### config.mk
export PLATFORM = sky130hd
export DESIGN_NAME = data_ram
export DESIGN_NICKNAME = d
export VERILOG_FILES = /design/src/rtl/mem_pkg.sv /design/src/rtl/load_align.sv /design/src/rtl/data_ram.sv
export SDC_FILE = /design/constraint.sdc
export NUM_CORES = 2
export LEC_CHECK = 0
export BUFFER_PORTS_ARGS = -buffer_cell sky130_fd_sc_hd__buf_2
export CORE_MARGIN = 3
export CORE_UTILIZATION = 31
export CTS_BUF_LIST = sky130_fd_sc_hd__clkbuf_8
export CTS_CLUSTER_DIAMETER = 80
export DETAILED_ROUTE_END_ITERATION = 16
export GPL_TIMING_DRIVEN = 0
export PLACE_DENSITY = 0.51
export SYNTH_ARGS = -nofsm -noshare
export SYNTH_HDL_FRONTEND = slang
export SYNTH_SLANG_ARGS = --single-unit
### constraint.sdc
create_clock -name i_clk -period 5.4 [get_ports i_clk]
set_clock_uncertainty 0.15 [all_clocks]
set_input_delay 1.62 -clock i_clk [delete_from_list [all_inputs] [get_ports i_clk]]
set_output_delay 1.62 -clock i_clk [all_outputs]
set_load 0.01 [all_outputs]
### src/rtl/mem_pkg.sv
// mem_pkg: shared definitions for the data memory.
//   - access size encodings (SZ_BYTE / SZ_HALF / SZ_WORD, 2'b11 is illegal)
//   - sequencing FSM state encoding (ST_CLEAR / ST_RUN)
//   - lane enable and alignment helpers
//   - response pipeline stage record
package mem_pkg;

    localparam logic [1:0] SZ_BYTE = 2'b00;
    localparam logic [1:0] SZ_HALF = 2'b01;
    localparam logic [1:0] SZ_WORD = 2'b10;

    typedef enum logic {
        ST_CLEAR = 1'b0,
        ST_RUN   = 1'b1
    } state_t;

    // One stage of the load/fault response pipeline.
    typedef struct packed {
        logic        valid;
        logic        mis;
        logic [31:0] word;
        logic [1:0]  lo;
        logic [1:0]  size;
        logic        uns;
    } rsp_t;

    // Little-endian lane enables: byte k lives in bits [8k+7:8k].
    function automatic logic [3:0] lane_enable(input logic [1:0] size, input logic [1:0] lo);
        case (size)
            SZ_BYTE: return 4'b0001 << lo;
            SZ_HALF: return lo[1] ? 4'b1100 : 4'b0011;
            SZ_WORD: return 4'b1111;
            default: return 4'b0000;
        endcase
    endfunction

    function automatic logic misaligned(input logic [1:0] size, input logic [1:0] lo);
        case (size)
            SZ_BYTE: return 1'b0;
            SZ_HALF: return lo[0];
            SZ_WORD: return |lo;
            default: return 1'b1;
        endcase
    endfunction

endpackage

### src/rtl/load_align.sv
// load_align: combinational load lane extraction and extension.
// Ports:
//   i_word      32-bit array word as sampled at request acceptance
//   i_lo        byte address bits [1:0]
//   i_size      access size (byte / halfword / word)
//   i_unsigned  1 = zero-extend, 0 = sign-extend (ignored for words)
//   o_data      right-justified, extended load result
module load_align
    import mem_pkg::*;
(
    input  logic [31:0] i_word,
    input  logic [1:0]  i_lo,
    input  logic [1:0]  i_size,
    input  logic        i_unsigned,
    output logic [31:0] o_data
);

    logic [7:0]  b;
    logic [15:0] h;

    always_comb begin
        case (i_lo)
            2'd0:    b = i_word[7:0];
            2'd1:    b = i_word[15:8];
            2'd2:    b = i_word[23:16];
            default: b = i_word[31:24];
        endcase
        h = i_lo[1] ? i_word[31:16] : i_word[15:0];

        case (i_size)
            SZ_BYTE: o_data = i_unsigned ? {24'b0, b} : {{24{b[7]}}, b};
            SZ_HALF: o_data = i_unsigned ? {16'b0, h} : {{16{h[15]}}, h};
            default: o_data = i_word;
        endcase
    end

endmodule

### src/rtl/data_ram.sv
// data_ram: single-port, byte-addressed, word-organised data memory.
// Optional feature macro: DATA_RAM_CLEAR_EN -- when defined, a post-reset
// sweep zeroes every word (o_busy high, o_ready low) before requests are
// accepted. When undefined, o_ready is 1 from reset and contents persist.
// Ports:
//   i_clk, i_rst          clock, async active-high reset
//   i_req/i_we/i_size     request valid, store flag, access size
//   i_unsigned            load zero-extension select
//   i_addr, i_data        byte address, right-justified store data
//   o_ready               request accepted when i_req && o_ready
//   o_rvalid/o_data       response pulse and load data, RD_LATENCY after accept
//   o_misalign            qualifies o_rvalid: access faulted
//   o_busy                clear sweep in progress
module data_ram
    import mem_pkg::*;
#(
    parameter int ADDR_WIDTH = 8,
    parameter int RD_LATENCY = 1
) (
    input  logic                  i_clk,
    input  logic                  i_rst,
    input  logic                  i_req,
    input  logic                  i_we,
    input  logic [1:0]            i_size,
    input  logic                  i_unsigned,
    input  logic [ADDR_WIDTH-1:0] i_addr,
    input  logic [31:0]           i_data,
    output logic                  o_ready,
    output logic                  o_rvalid,
    output logic [31:0]           o_data,
    output logic                  o_misalign,
    output logic                  o_busy
);

    localparam int IDX_W = ADDR_WIDTH - 2;
    localparam int DEPTH = 1 << IDX_W;

    logic [31:0]      mem [DEPTH];
    logic [IDX_W-1:0] idx;
    logic [1:0]       lo;
    logic             accept;
    logic             mis;
    logic             st_wr;
    logic [3:0]       be;
    logic [31:0]      wdata;

    assign idx    = i_addr[ADDR_WIDTH-1:2];
    assign lo     = i_addr[1:0];
    assign accept = i_req && o_ready;
    assign mis    = misaligned(i_size, lo);
    assign st_wr  = accept && i_we && !mis;
    assign be     = lane_enable(i_size, lo);

    // Replicate store data across lanes so the lane enables pick the right copy.
    always_comb begin
        case (i_size)
            SZ_BYTE: wdata = {4{i_data[7:0]}};
            SZ_HALF: wdata = {2{i_data[15:0]}};
            default: wdata = i_data;
        endcase
    end

`ifdef DATA_RAM_CLEAR_EN
    state_t           state;
    logic [IDX_W-1:0] clr_idx;

    always_ff @(posedge i_clk or posedge i_rst) begin
        if (i_rst) begin
            state   <= ST_CLEAR;
            clr_idx <= '0;
            o_ready <= 1'b0;
            o_busy  <= 1'b1;
        end else begin
            case (state)
                ST_CLEAR: begin
                    clr_idx <= clr_idx + IDX_W'(1);
                    if (clr_idx == IDX_W'(DEPTH - 1)) begin
                        state   <= ST_RUN;
                        o_ready <= 1'b1;
                        o_busy  <= 1'b0;
                    end
                end
                ST_RUN: begin
                    o_ready <= 1'b1;
                    o_busy  <= 1'b0;
                end
                default: state <= ST_CLEAR;
            endcase
        end
    end
`else
    assign o_ready = 1'b1;
    assign o_busy  = 1'b0;
`endif

    // Array has no reset; during the sweep o_ready is low so no store competes.
    always_ff @(posedge i_clk) begin
`ifdef DATA_RAM_CLEAR_EN
        if (state == ST_CLEAR)
            mem[clr_idx] <= '0;
        else
`endif
        if (st_wr) begin
            for (int k = 0; k < 4; k++) begin
                if (be[k])
                    mem[idx][8*k +: 8] <= wdata[8*k +: 8];
            end
        end
    end

    // Response pipeline: stage 0 captures the raw word at the accepting edge,
    // the output register fires RD_LATENCY edges after acceptance.
    rsp_t        pipe [RD_LATENCY];
    rsp_t        last;
    logic [31:0] ld_data;

    assign last = pipe[RD_LATENCY-1];

    load_align u_load_align (
        .i_word     (last.word),
        .i_lo       (last.lo),
        .i_size     (last.size),
        .i_unsigned (last.uns),
        .o_data     (ld_data)
    );

    always_ff @(posedge i_clk or posedge i_rst) begin
        if (i_rst) begin
            for (int k = 0; k < RD_LATENCY; k++)
                pipe[k] <= '0;
            o_rvalid   <= 1'b0;
            o_data     <= '0;
            o_misalign <= 1'b0;
        end else begin
            pipe[0].valid <= accept && (!i_we || mis);
            pipe[0].mis   <= mis;
            pipe[0].word  <= mem[idx];
            pipe[0].lo    <= lo;
            pipe[0].size  <= i_size;
            pipe[0].uns   <= i_unsigned;
            for (int k = 1; k < RD_LATENCY; k++)
                pipe[k] <= pipe[k-1];
            o_rvalid   <= last.valid;
            o_misalign <= last.valid && last.mis;
            o_data     <= (last.valid && !last.mis) ? ld_data : '0;
        end
    end

endmodule

==> results.toml <==
[timing]
setup_violations = 61
worst_slack_ns = -0.1383
maxSlewHeadroom = 0.001778
fmax_ghz = 0.1806
hold_viol_final = 0
fin_crit_ns = 5.538
worstMarginPinSlew_ns = 1.497
setup_tns_ns = -3.066
fin_crit_sh = 1.026
rsz0062_at_grt = "false"
maxSlewViolCount = 0

[place]
io_buffers = 79
gp_congestion = 0.8660
placed_area_um2 = 86900
post-dp-hpwl_um = 176600
pre_cts_slack_ns = -1.320

[outcome]
violations = "negative setup slack"
outcome = "finished, violations left"

[floorplan]
die-area_um2 = 268700
die_y_um = 518.4
num_rows = 187
start_util = 0.3125
core_area_um2 = 260400
dieWidth_um = 518.4
ios = 83

[power]
power_density_nw_per_um2 = 359.7
p_sw_mw = 8.058
intPower_mw = 25.47
p_sw_frac = 0.2403
p_comb_frac = 0.065
cellLeakagePower_nw = 29.42
max-vdd-ir-drop_mv = 0.2814
seqPwrFrac = 0.544
pwr-share-clk = 0.391
total_power_mw = 33.53

[critical_path]
path_max_fanout = 10
max_stage_delay_ns = 1.08
end_kind = "register"
r2r_setup_slack_ns = 2.32
arrival_ns = 6.02
critPathKind = "input port to register"
cp-start-kind = "input port"
crit_chain = "buf_2 > and3b_1 > buf_2 > clkbuf_1 > clkbuf_1 > nand2_1 > nor2_1"
cp_slowest_cell = "clkbuf_1"
crit_required_ns = 5.88

[logic_synthesis]
ys_async_sr_fraction = 0.03442
synth_edf_count = 2048
synth-seq-cells = 2121
synth.distinct_cells = 63
synth_top_area_cell = "edfxtp_1"
synth.top_cell.area_share = 0.7557
ys_warn_count = 0
synthTopCellsByArea = "edfxtp_1, mux4_2, mux2i_1"
synth_nets = 4360
syn_area_um2 = 81380
avgSynthCellArea_um2 = 18.87
synth_ff_type = "edfxtp_1"
ys_seq_area_frac = 0.7782
synth_cells = 4313

[cts]
root_buffer = "clkbuf_8"
htreeDepth = 5
cts.path.max_buffers = 4
numCtsBuffers = 352
clk_latency_ns = 1.08
path_clk_slew_ns = 0.06
cts_tree = "built"
cts_sinks = 2121

[final_layout]
final_cell_area_um2 = 93220
drive_gt1_frac = 0.1929
flow.area_growth_from_synthesis_pct = 14.54
final_core_util = 0.3580
fin_nets = 4824

[global_route]
grt_max_degree = 74
overflow = 0
antenna_found_initial = 31
first_global_vias = 45155
grtUsageTotal = 0.1896
grt_pass1_wl_um = 359400

[detailed_routing]
drt_wl_total_um = 261400
vias_per_cell = 5.326
antenna_left = 0
drc = 0
vias = 45424
wl_per_cell_um = 30.65
dr.pass1.iters = 8
drt_iter0_markers = 5585

[run]
max_cap_violations = 0

[hold_path]
hold_path_class = "register to register"
-- power groups by stage --
stage	clock [mW]	sequential, mW	combinational [mW]
3_5_place_dp	0	18.6	2.15
4_1_cts	13.3	18.2	2.15
5_1_grt	14.1	18.2	2.26
6_report	13.1	18.2	2.17
2_1_floorplan	0	18.6	1.04
3_3_place_gp	0	18.6	2.03
-- per-layer routing --
| metal | up-vias | part of all wire | global-route usage |
|---|---|---|---|
| li1 | 18791 | - | - |
| met1 | 23993 | 0.42 | 0.2570 |
| met2 | 2158 | 0.47 | 0.3004 |
| met3 | 480 | 0.078 | 0.04089 |
| met4 | 2 | 0.034 | 0.06803 |
| met5 | - | 0.000050 | 0 |
-- placed cells by master, fill, tap and decap left out, types with 18 or more instances in the layout --
| cell type | count |
|---|---|
| mux2i_1 | 261 |
| inv_1 | 121 |
| clkbuf_8 | 362 |
| edfxtp_1 | 2048 |
| nand4_1 | 30 |
| nor2_1 | 354 |
| buf_12 | 20 |
| dfrtp_1 | 73 |
| o22ai_1 | 121 |
| a221oi_1 | 255 |
| a22oi_1 | 166 |
| clkinv_2 | 35 |
| o211ai_1 | 60 |
| buf_2 | 181 |
| clkbuf_1 | 148 |
| nand2_1 | 111 |
| mux4_2 | 244 |
| o21ai_0 | 72 |
| mux2_4 | 19 |
| buf_1 | 28 |
| clkinv_1 | 84 |
| nor2b_1 | 18 |
-- worst paths after layout --
check | from | depth (start not counted) | to
min in group asynchronous | i_rst | 2 | o_data[31]$_DFF_PP0_
max reg2reg | mem[32][13]$_DFFE_PP_ | 5 | last[18]$_DFF_PP0_
min | last[38]$_DFF_PP0_ | 0 | o_rvalid$_DFF_PP0_
min reg2reg | last[38]$_DFF_PP0_ | 0 | o_rvalid$_DFF_PP0_
max in group asynchronous | i_rst | 2 | last[13]$_DFF_PP0_
max | i_addr[2] | 7 | mem[45][17]$_DFFE_PP_
-- flip-flops by register name, indices dropped and copies added (netlist names) --
signal      cells
o_misalign      1
o_rvalid        1
o_data         32
last           39
mem          2048
-- logic make-up after synthesis --
group           after synthesis  synth area share
buf+inv                     324           0.01768
flops                      2121            0.7782
mux                         538            0.1043
simple gates                581           0.03040
xor+xnor                      1         0.0001076
compound gates              746           0.06923
other cells                   2        0.00009228
-- final cells by class --
cell class	instances	area (um^2)
fillers	24326	167200
well taps	3496	4374
plain buffers	301	1356
inverters	22	85.08
repair buffers	111	1021
multi-input cells	1868	16810
clock inverters	240	1254
flip-flops and latches	2121	63330
diodes	8	20.02
clock buffers	361	4969
-- per-stage QoR --
step	hold WS [ns]	instances
2_1_floorplan	0.2302	4313
3_3_place_gp	0.2507	7888
3_5_place_dp	0.2572	7916
4_1_cts	0.2727	8516
5_1_grt	0.2879	8524
6_report	0.2752	8528
-- Yosys cell counts, types with 6 or more instances --
library cell     n
a31oi_1         11
dfrtp_1         73
nor3_1          14
buf_2          103
o221a_2          7
nand4_1         30
a21oi_1          7
o211ai_1        60
nand2b_1         8
a211oi_1        11
buf_1           29
nand3_1          6
o22ai_1        121
clkbuf_1       151
mux2_2          29
a221o_1          6
nor2_1         362
a221oi_1       255
o21ai_0         80
edfxtp_1      2048
nand2_1        111
mux4_2         244
a22oi_1        166
nor2b_1         18
inv_1           20
mux2i_1        261
buf_4           14
-- worst max-delay path, delay by kind of cell --
kind          cells  cell delay, ns
simple gates      3            1.76
buf+inv           4            2.61
-- what timing repair did --
item	4_1_cts	5_1_grt
hold buffers	0	0
buffers inserted	0	0
setup endpoints to repair	39	8
gates resized for setup	3	2
pin swaps	0	0
(Power assumes the default switching activity.)
